[config.mk]
export PLATFORM = sky130hd
export DESIGN_NAME = ysyx_22041405_mdu
export DESIGN_NICKNAME = d
export VERILOG_FILES = /design/src/rtl/ysyx_22041405_mdu.sv
export SDC_FILE = /design/constraint.sdc
export NUM_CORES = 1
export LEC_CHECK = 0
export CAP_MARGIN = 10
export CORE_ASPECT_RATIO = 0.7
export CORE_MARGIN = 2
export CORE_UTILIZATION = 40
export CTS_BUF_LIST = sky130_fd_sc_hd__clkbuf_8
export DETAILED_ROUTE_END_ITERATION = 7
export GPL_TIMING_DRIVEN = 1
export PLACE_DENSITY = 0.6
export SLEW_MARGIN = 0
export SYNTH_ARGS = -nofsm -noshare
export SYNTH_HDL_FRONTEND = slang
export SYNTH_SLANG_ARGS = --single-unit
[constraint.sdc]
create_clock -name clk -period 4.83 [get_ports clk]
set_clock_uncertainty 0.1 [all_clocks]
set_input_delay 0.7245 -clock clk [delete_from_list [all_inputs] [get_ports clk]]
set_output_delay 0.7245 -clock clk [all_outputs]
set_load 0.05 [all_outputs]
[src/rtl/ysyx_22041405_mdu.sv]
// Iterative multiply/divide unit for the RV M-extension: radix-2 shift-add
// multiplier and restoring divider behind valid/ready handshakes.
module ysyx_22041405_mdu #(
  parameter int WIDTH = 32,
  parameter int CNT_W = $clog2(WIDTH) + 1
) (
  input  logic             clk,
  input  logic             rst_n,
  input  logic             flush,
  input  logic             in_valid,
  output logic             in_ready,
  input  logic [2:0]       mdu_op,
  input  logic [WIDTH-1:0] src1,
  input  logic [WIDTH-1:0] src2,
  output logic             out_valid,
  input  logic             out_ready,
  output logic [WIDTH-1:0] result,
  output logic             busy
);

  typedef enum logic [1:0] {S_IDLE, S_CALC, S_FIX, S_DONE} state_e;

  localparam logic [WIDTH-1:0] MIN_NEG = {1'b1, {(WIDTH-1){1'b0}}};

  state_e             state_q, state_d;
  logic [2:0]         op_q, op_d;
  logic               neg_q, neg_d;
  logic [WIDTH-1:0]   b_q, b_d;     // multiplicand or divisor magnitude
  logic [WIDTH-1:0]   hi_q, hi_d;   // product high half / partial remainder
  logic [WIDTH-1:0]   lo_q, lo_d;   // multiplier bits / quotient bits
  logic [CNT_W-1:0]   cnt_q, cnt_d;
  logic [WIDTH-1:0]   result_q, result_d;

  logic               signed_a, signed_b, s1, s2;
  logic [WIDTH-1:0]   abs1, abs2;
  logic [WIDTH:0]     mul_sum, div_shift, div_diff;
  logic [2*WIDTH-1:0] prod;
  logic [WIDTH-1:0]   quo, rem;

  // NOTE: every variable gets a default at the top of the block so no path leaves it unassigned (no latches).
  always_comb begin
    state_d  = state_q;
    op_d     = op_q;
    neg_d    = neg_q;
    b_d      = b_q;
    hi_d     = hi_q;
    lo_d     = lo_q;
    cnt_d    = cnt_q;
    result_d = result_q;

    s1       = src1[WIDTH-1];
    s2       = src2[WIDTH-1];
    // MULH, MULHSU, DIV, REM treat src1 as signed; MULH, DIV, REM also src2.
    signed_a = (mdu_op == 3'b001) || (mdu_op == 3'b010) || (mdu_op == 3'b100) || (mdu_op == 3'b110);
    signed_b = (mdu_op == 3'b001) || (mdu_op == 3'b100) || (mdu_op == 3'b110);
    abs1     = (signed_a && s1) ? -src1 : src1;
    abs2     = (signed_b && s2) ? -src2 : src2;

    mul_sum   = {1'b0, hi_q} + (lo_q[0] ? {1'b0, b_q} : '0);
    div_shift = {hi_q, lo_q[WIDTH-1]};
    div_diff  = div_shift - {1'b0, b_q};
    prod      = neg_q ? -{hi_q, lo_q} : {hi_q, lo_q};
    quo       = neg_q ? -lo_q : lo_q;
    rem       = neg_q ? -hi_q : hi_q;

    if (flush) begin
      state_d = S_IDLE;
    end else begin
      unique case (state_q)
        S_IDLE: begin
          if (in_valid) begin
            op_d = mdu_op;
            if (mdu_op[2] && src2 == '0) begin
              result_d = mdu_op[1] ? src1 : '1;
              state_d  = S_DONE;
            end else if (mdu_op[2] && !mdu_op[0] && src1 == MIN_NEG && src2 == '1) begin
              result_d = mdu_op[1] ? '0 : src1;
              state_d  = S_DONE;
            end else begin
              unique case (mdu_op)
                3'b001, 3'b100: neg_d = s1 ^ s2;
                3'b010, 3'b110: neg_d = s1;
                default:        neg_d = 1'b0;
              endcase
              hi_d    = '0;
              lo_d    = mdu_op[2] ? abs1 : abs2;
              b_d     = mdu_op[2] ? abs2 : abs1;
              cnt_d   = CNT_W'(WIDTH - 1);
              state_d = S_CALC;
            end
          end
        end
        S_CALC: begin
          if (!op_q[2]) begin
            {hi_d, lo_d} = {mul_sum, lo_q[WIDTH-1:1]};
          end else if (!div_diff[WIDTH]) begin
            hi_d = div_diff[WIDTH-1:0];
            lo_d = {lo_q[WIDTH-2:0], 1'b1};
          end else begin
            hi_d = div_shift[WIDTH-1:0];
            lo_d = {lo_q[WIDTH-2:0], 1'b0};
          end
          cnt_d = cnt_q - 1'b1;
          if (cnt_q == '0) state_d = S_FIX;
        end
        S_FIX: begin
          unique case (op_q)
            3'b000:                 result_d = prod[WIDTH-1:0];
            3'b001, 3'b010, 3'b011: result_d = prod[2*WIDTH-1:WIDTH];
            3'b100, 3'b101:         result_d = quo;
            default:                result_d = rem;
          endcase
          state_d = S_DONE;
        end
        S_DONE: begin
          if (out_ready) state_d = S_IDLE;
        end
        default: state_d = S_IDLE;
      endcase
    end
  end

  // NOTE: state registers use non-blocking assignments; every one is cleared by the async reset.
  always_ff @(posedge clk or negedge rst_n) begin
    if (!rst_n) begin
      state_q  <= S_IDLE;
      op_q     <= '0;
      neg_q    <= 1'b0;
      b_q      <= '0;
      hi_q     <= '0;
      lo_q     <= '0;
      cnt_q    <= '0;
      result_q <= '0;
    end else begin
      state_q  <= state_d;
      op_q     <= op_d;
      neg_q    <= neg_d;
      b_q      <= b_d;
      hi_q     <= hi_d;
      lo_q     <= lo_d;
      cnt_q    <= cnt_d;
      result_q <= result_d;
    end
  end

  assign in_ready  = (state_q == S_IDLE);
  assign out_valid = (state_q == S_DONE);
  assign busy      = (state_q != S_IDLE);
  assign result    = result_q;

endmodule

==> impl_results.md <==
* Final non-filler cell total at 2599
* Clk pin slew, worst setup/hold paths at 90 ps
* Worst r2r path cells at 15
* IO Port Bufs at 106
* Status: completed
* Crit path buf inv count at 3
* Ports at 107
* TritonCTS buffer count at 17
* Ant diodes at 0
* Crit path cell chain: inv_1 > buf_4 > nor2_1 > ha_1 > a2111oi_0 > o21ai_0 > a31oi_1 > o21a_1 > o41a_1 > nor3_1 > o311ai_0 > buf_4 > nand2b_1 > xnor2_1 > o221ai_1
* Switching Share at 57.1%
* Top FF cell, synth: dfrtp_1
* Actual slew at the worst max-slew pin at 1220 ps
* Setup violations, final at 0
* Post-Syn Area at 15200 um2
* Synth top area share at 23.1%
* NetSw at 8.16 mW
* CTS Hold Bufs at 0
* Routed WL at 62000 um
* Nets at 2247
* Leak at 7.40 nW
* Total iterations of the first detailed-routing run at 6
* Reg2Reg Capture Point: hi_q[30]
* Residual DRC at 0
* Sequential Power Share at 18.0%
* Fin. max-slew vios at 0
* Crit path arrival time at 4630 ps
* Number of enable flip-flop cells after synthesis at 0
* Largest net degree at the start of global routing at 89
* Relative slew slack at 18.8%
* R2R Setup Slk at 460 ps
* Chip Width at 237 um
* Crit. End Element: register
* Core area at 37300 um2
* Post-synthesis register bit count at 140
* HP Class: in2async
* Synth warnings at 0
* Fin crit share at 90.4%
* Antenna violations before repair at 0
* Worst setup startpoint: lo_q[0]
* Clock buffer depth at 2
* Later-pin clock latency in the skew report at 510 ps
* Total setup buffers inserted after CTS at 0
* Synth Net Count at 2189
* Cell count after placement at 2567
* Vias/cell at 6.25
* DP HPWL at 48900 um
* Setup TNS at 0 ps
* Initial drt markers at 2214
* TritonCTS clock tree: built
* Worst path top cell family by delay: compound AO/OA/AOI/OAI gates
* Slowest-stage cell, CP: o311ai_0
* Initial Util at 40.7%
* Final ANT Viol Nets at 0
* Critical-path maximum fanout at 11
* CTS sink cnt at 140
* Worst vdd ir at 0.436 mV
* CTS Root Cell: clkbuf_8
* Die area at 39500 um2
* Tot GR Track Use at 30.6%
* H-Tree Depth at 4
* Number of global-route vias before repair at 14500
* Fillers at 3679
* Endpoints failing hold at 0
* Dpl ws at 124 ps
* Leading area contributor after synthesis: dfrtp_1
* Layout cells sized above 1 at 7.91%
* Sequential fraction of the synthesis area at 23.1%
* Number of distinct library cells after synthesis at 86
* DR vias at 16200
* Most used cell along the critical path: buf_4
* Clock share of power at 7.0%
* Type of origin of the critical path: register
* Reg2reg start: lo_q[0]
* CTS resizes at 0
* Ys async rst share at 100%
* Syn avg cell area at 7.43 um2
* Fin crit period at 4370 ps
* RSZ-0062 raised after global routing: false
* Cell internal pwr at 6.13 mW
* Area contributors post-synth: dfrtp_1 23%, o21ai_0 6.4%, ha_1 6.2%
* Global route overflow at 0
* WS Path Type: reg2reg
* First-pass GRT wire length at 92300 um
* Routed wire per std cell at 23.8 um
* PD cells at 828 nW/um2
* Gate Count Post-Synth at 2040
* Rows at 59
* Die H at 167 um
* Max incr delay on CP at 590 ps
* Gate power share at 75.0%
* Synth-to-Final Area Change at 13.8%
* GPL Wtd Cong at 1.01
* Critical Path RT at 5090 ps
* Max Freq at 229 MHz
* Fin worst setup slack at 463 ps
* CP Depth at 15
* Reported max-cap violation count at 0
## cell usage in the layout, fill, tap and decap left out, types with 6 or more instances in the layout
| cell type | synthesis | layout |
|---|---|---|
| maj3_1 | 22 | 22 |
| xnor2_1 | 101 | 100 |
| o21bai_1 | 9 | 9 |
| dfrtp_1 | 140 | 138 |
| or3_1 | 25 | 25 |
| xor2_1 | 71 | 71 |
| ha_1 | 75 | 74 |
| inv_1 | 74 | 77 |
| buf_4 | 6 | 78 |
| o21ai_1 | 7 | 7 |
| o41ai_1 | 15 | 15 |
| o31ai_1 | 36 | 36 |
| o22ai_1 | 17 | 17 |
| o221ai_1 | 19 | 19 |
| nand3_1 | 37 | 37 |
| clkdlybuf4s50_1 | 0 | 104 |
| a31oi_1 | 15 | 15 |
| nand4_1 | 19 | 19 |
| nor3_1 | 34 | 34 |
| o211ai_1 | 12 | 12 |
| a211oi_1 | 38 | 38 |
| and3_1 | 10 | 10 |
| a21oi_1 | 184 | 184 |
| a21o_1 | 41 | 40 |
| or2_2 | 8 | 8 |
| or4_1 | 16 | 16 |
| mux2_2 | 27 | 27 |
| a22oi_1 | 36 | 36 |
| o21ai_0 | 195 | 195 |
| and2_1 | 8 | 8 |
| nor2_1 | 199 | 198 |
| o311ai_0 | 6 | 6 |
| nand2_1 | 218 | 218 |
| nor2b_1 | 6 | 6 |
| clkbuf_8 | 0 | 17 |
| nand2b_1 | 20 | 19 |
| o21a_1 | 9 | 9 |
| a221oi_1 | 11 | 11 |
| nor4_1 | 17 | 17 |
| mux2i_1 | 35 | 35 |
## cells in the mapped netlist, types with 20 or more instances
master / n
ha_1: 75
nor2_1: 199
xor2_1: 71
nor3_1: 34
a211oi_1: 38
a22oi_1: 36
nand3_1: 37
or3_1: 25
o31ai_1: 36
a21o_1: 41
inv_1: 74
mux2i_1: 35
xnor2_1: 101
nand2b_1: 20
maj3_1: 22
a21oi_1: 184
clkbuf_1: 108
buf_2: 24
mux2_2: 27
nand2_1: 218
dfrtp_1: 140
o21ai_0: 195
## area by class of cell
type,count,area (um2),share of cell area [%]
clock inverter,15,151,0.878
clock buffer,17,234,1.36
sequential,140,3510,20.3
timing repair buffer,187,1700,9.87
inverter,75,282,1.63
multi-input combinational,1677,10800,62.4
tap,488,611,3.54
## state kept, by name, indices dropped and copies added, names as in the netlist
register	flops
b_q	32
cnt_q	6
hi_q	32
lo_q	32
neg_q	1
op_q	3
result	32
state_q	2
## worst register-to-register path: cells and delay by family (launching register included)
kind            cells  cell delay, ps
simple gates        3             260
buf+inv             3             690
xor+xnor            1             140
flops               1             440
fa+ha+maj           1             350
compound gates      7            2250
## stage by stage
step	util, %	hold slack (ps)	total power, mW	cell area [um2]
global placement	45.2	361	12.8	16900
finish	46.3	200	14.3	17300
global route	46.3	271	15.3	17300
floorplan	-	329	9.71	15200
detailed placement	45.2	369	13.0	16900
CTS	46.3	234	14.0	17300
## worst max-delay path by stage
| stage | endpoint | slack, ps |
|---|---|---|
| final | hi_q[30] | 460 |
| after global routing | hi_q[30] | 180 |
| after CTS | hi_q[30] | 620 |
| after detailed placement | hi_q[1] | 120 |
| after global placement | hi_q[16] | 210 |
| after floorplan | hi_q[7] | 1120 |
## routing by layer
metal	wire, um	GRT usage (%)	up-vias
met5	0	0	-
met1	28800	46.9	7728
met2	23700	39.7	887
met3	8200	10.9	85
li1	-	-	7547
met4	1260	7.59	0
## logic make-up (layout without fill, tap and decap cells)
logic type      after synthesis  count (layout)  share of synthesized area (%)
compound gates              701             701                           29.1
buf+inv                     223             294                           5.98
flops                       140             140                           23.1
xor+xnor                    172             172                           9.94
fa+ha+maj                    99              99                           7.91
mux                          62              62                           4.32
simple gates                643             643                           19.6
## power by group through the flow
stage                     Sequential (mW)  Combinational (mW)  Clock, mW
after floorplan                      2.46                7.25          0
after global placement               2.53                10.3          0
after detailed placement             2.55                10.4          0
after CTS                            2.53                10.5      0.999
after global routing                 2.64                11.6       1.04
final                                2.57                10.7      0.994
No activity file was read; power rests on OpenSTA's default activity.
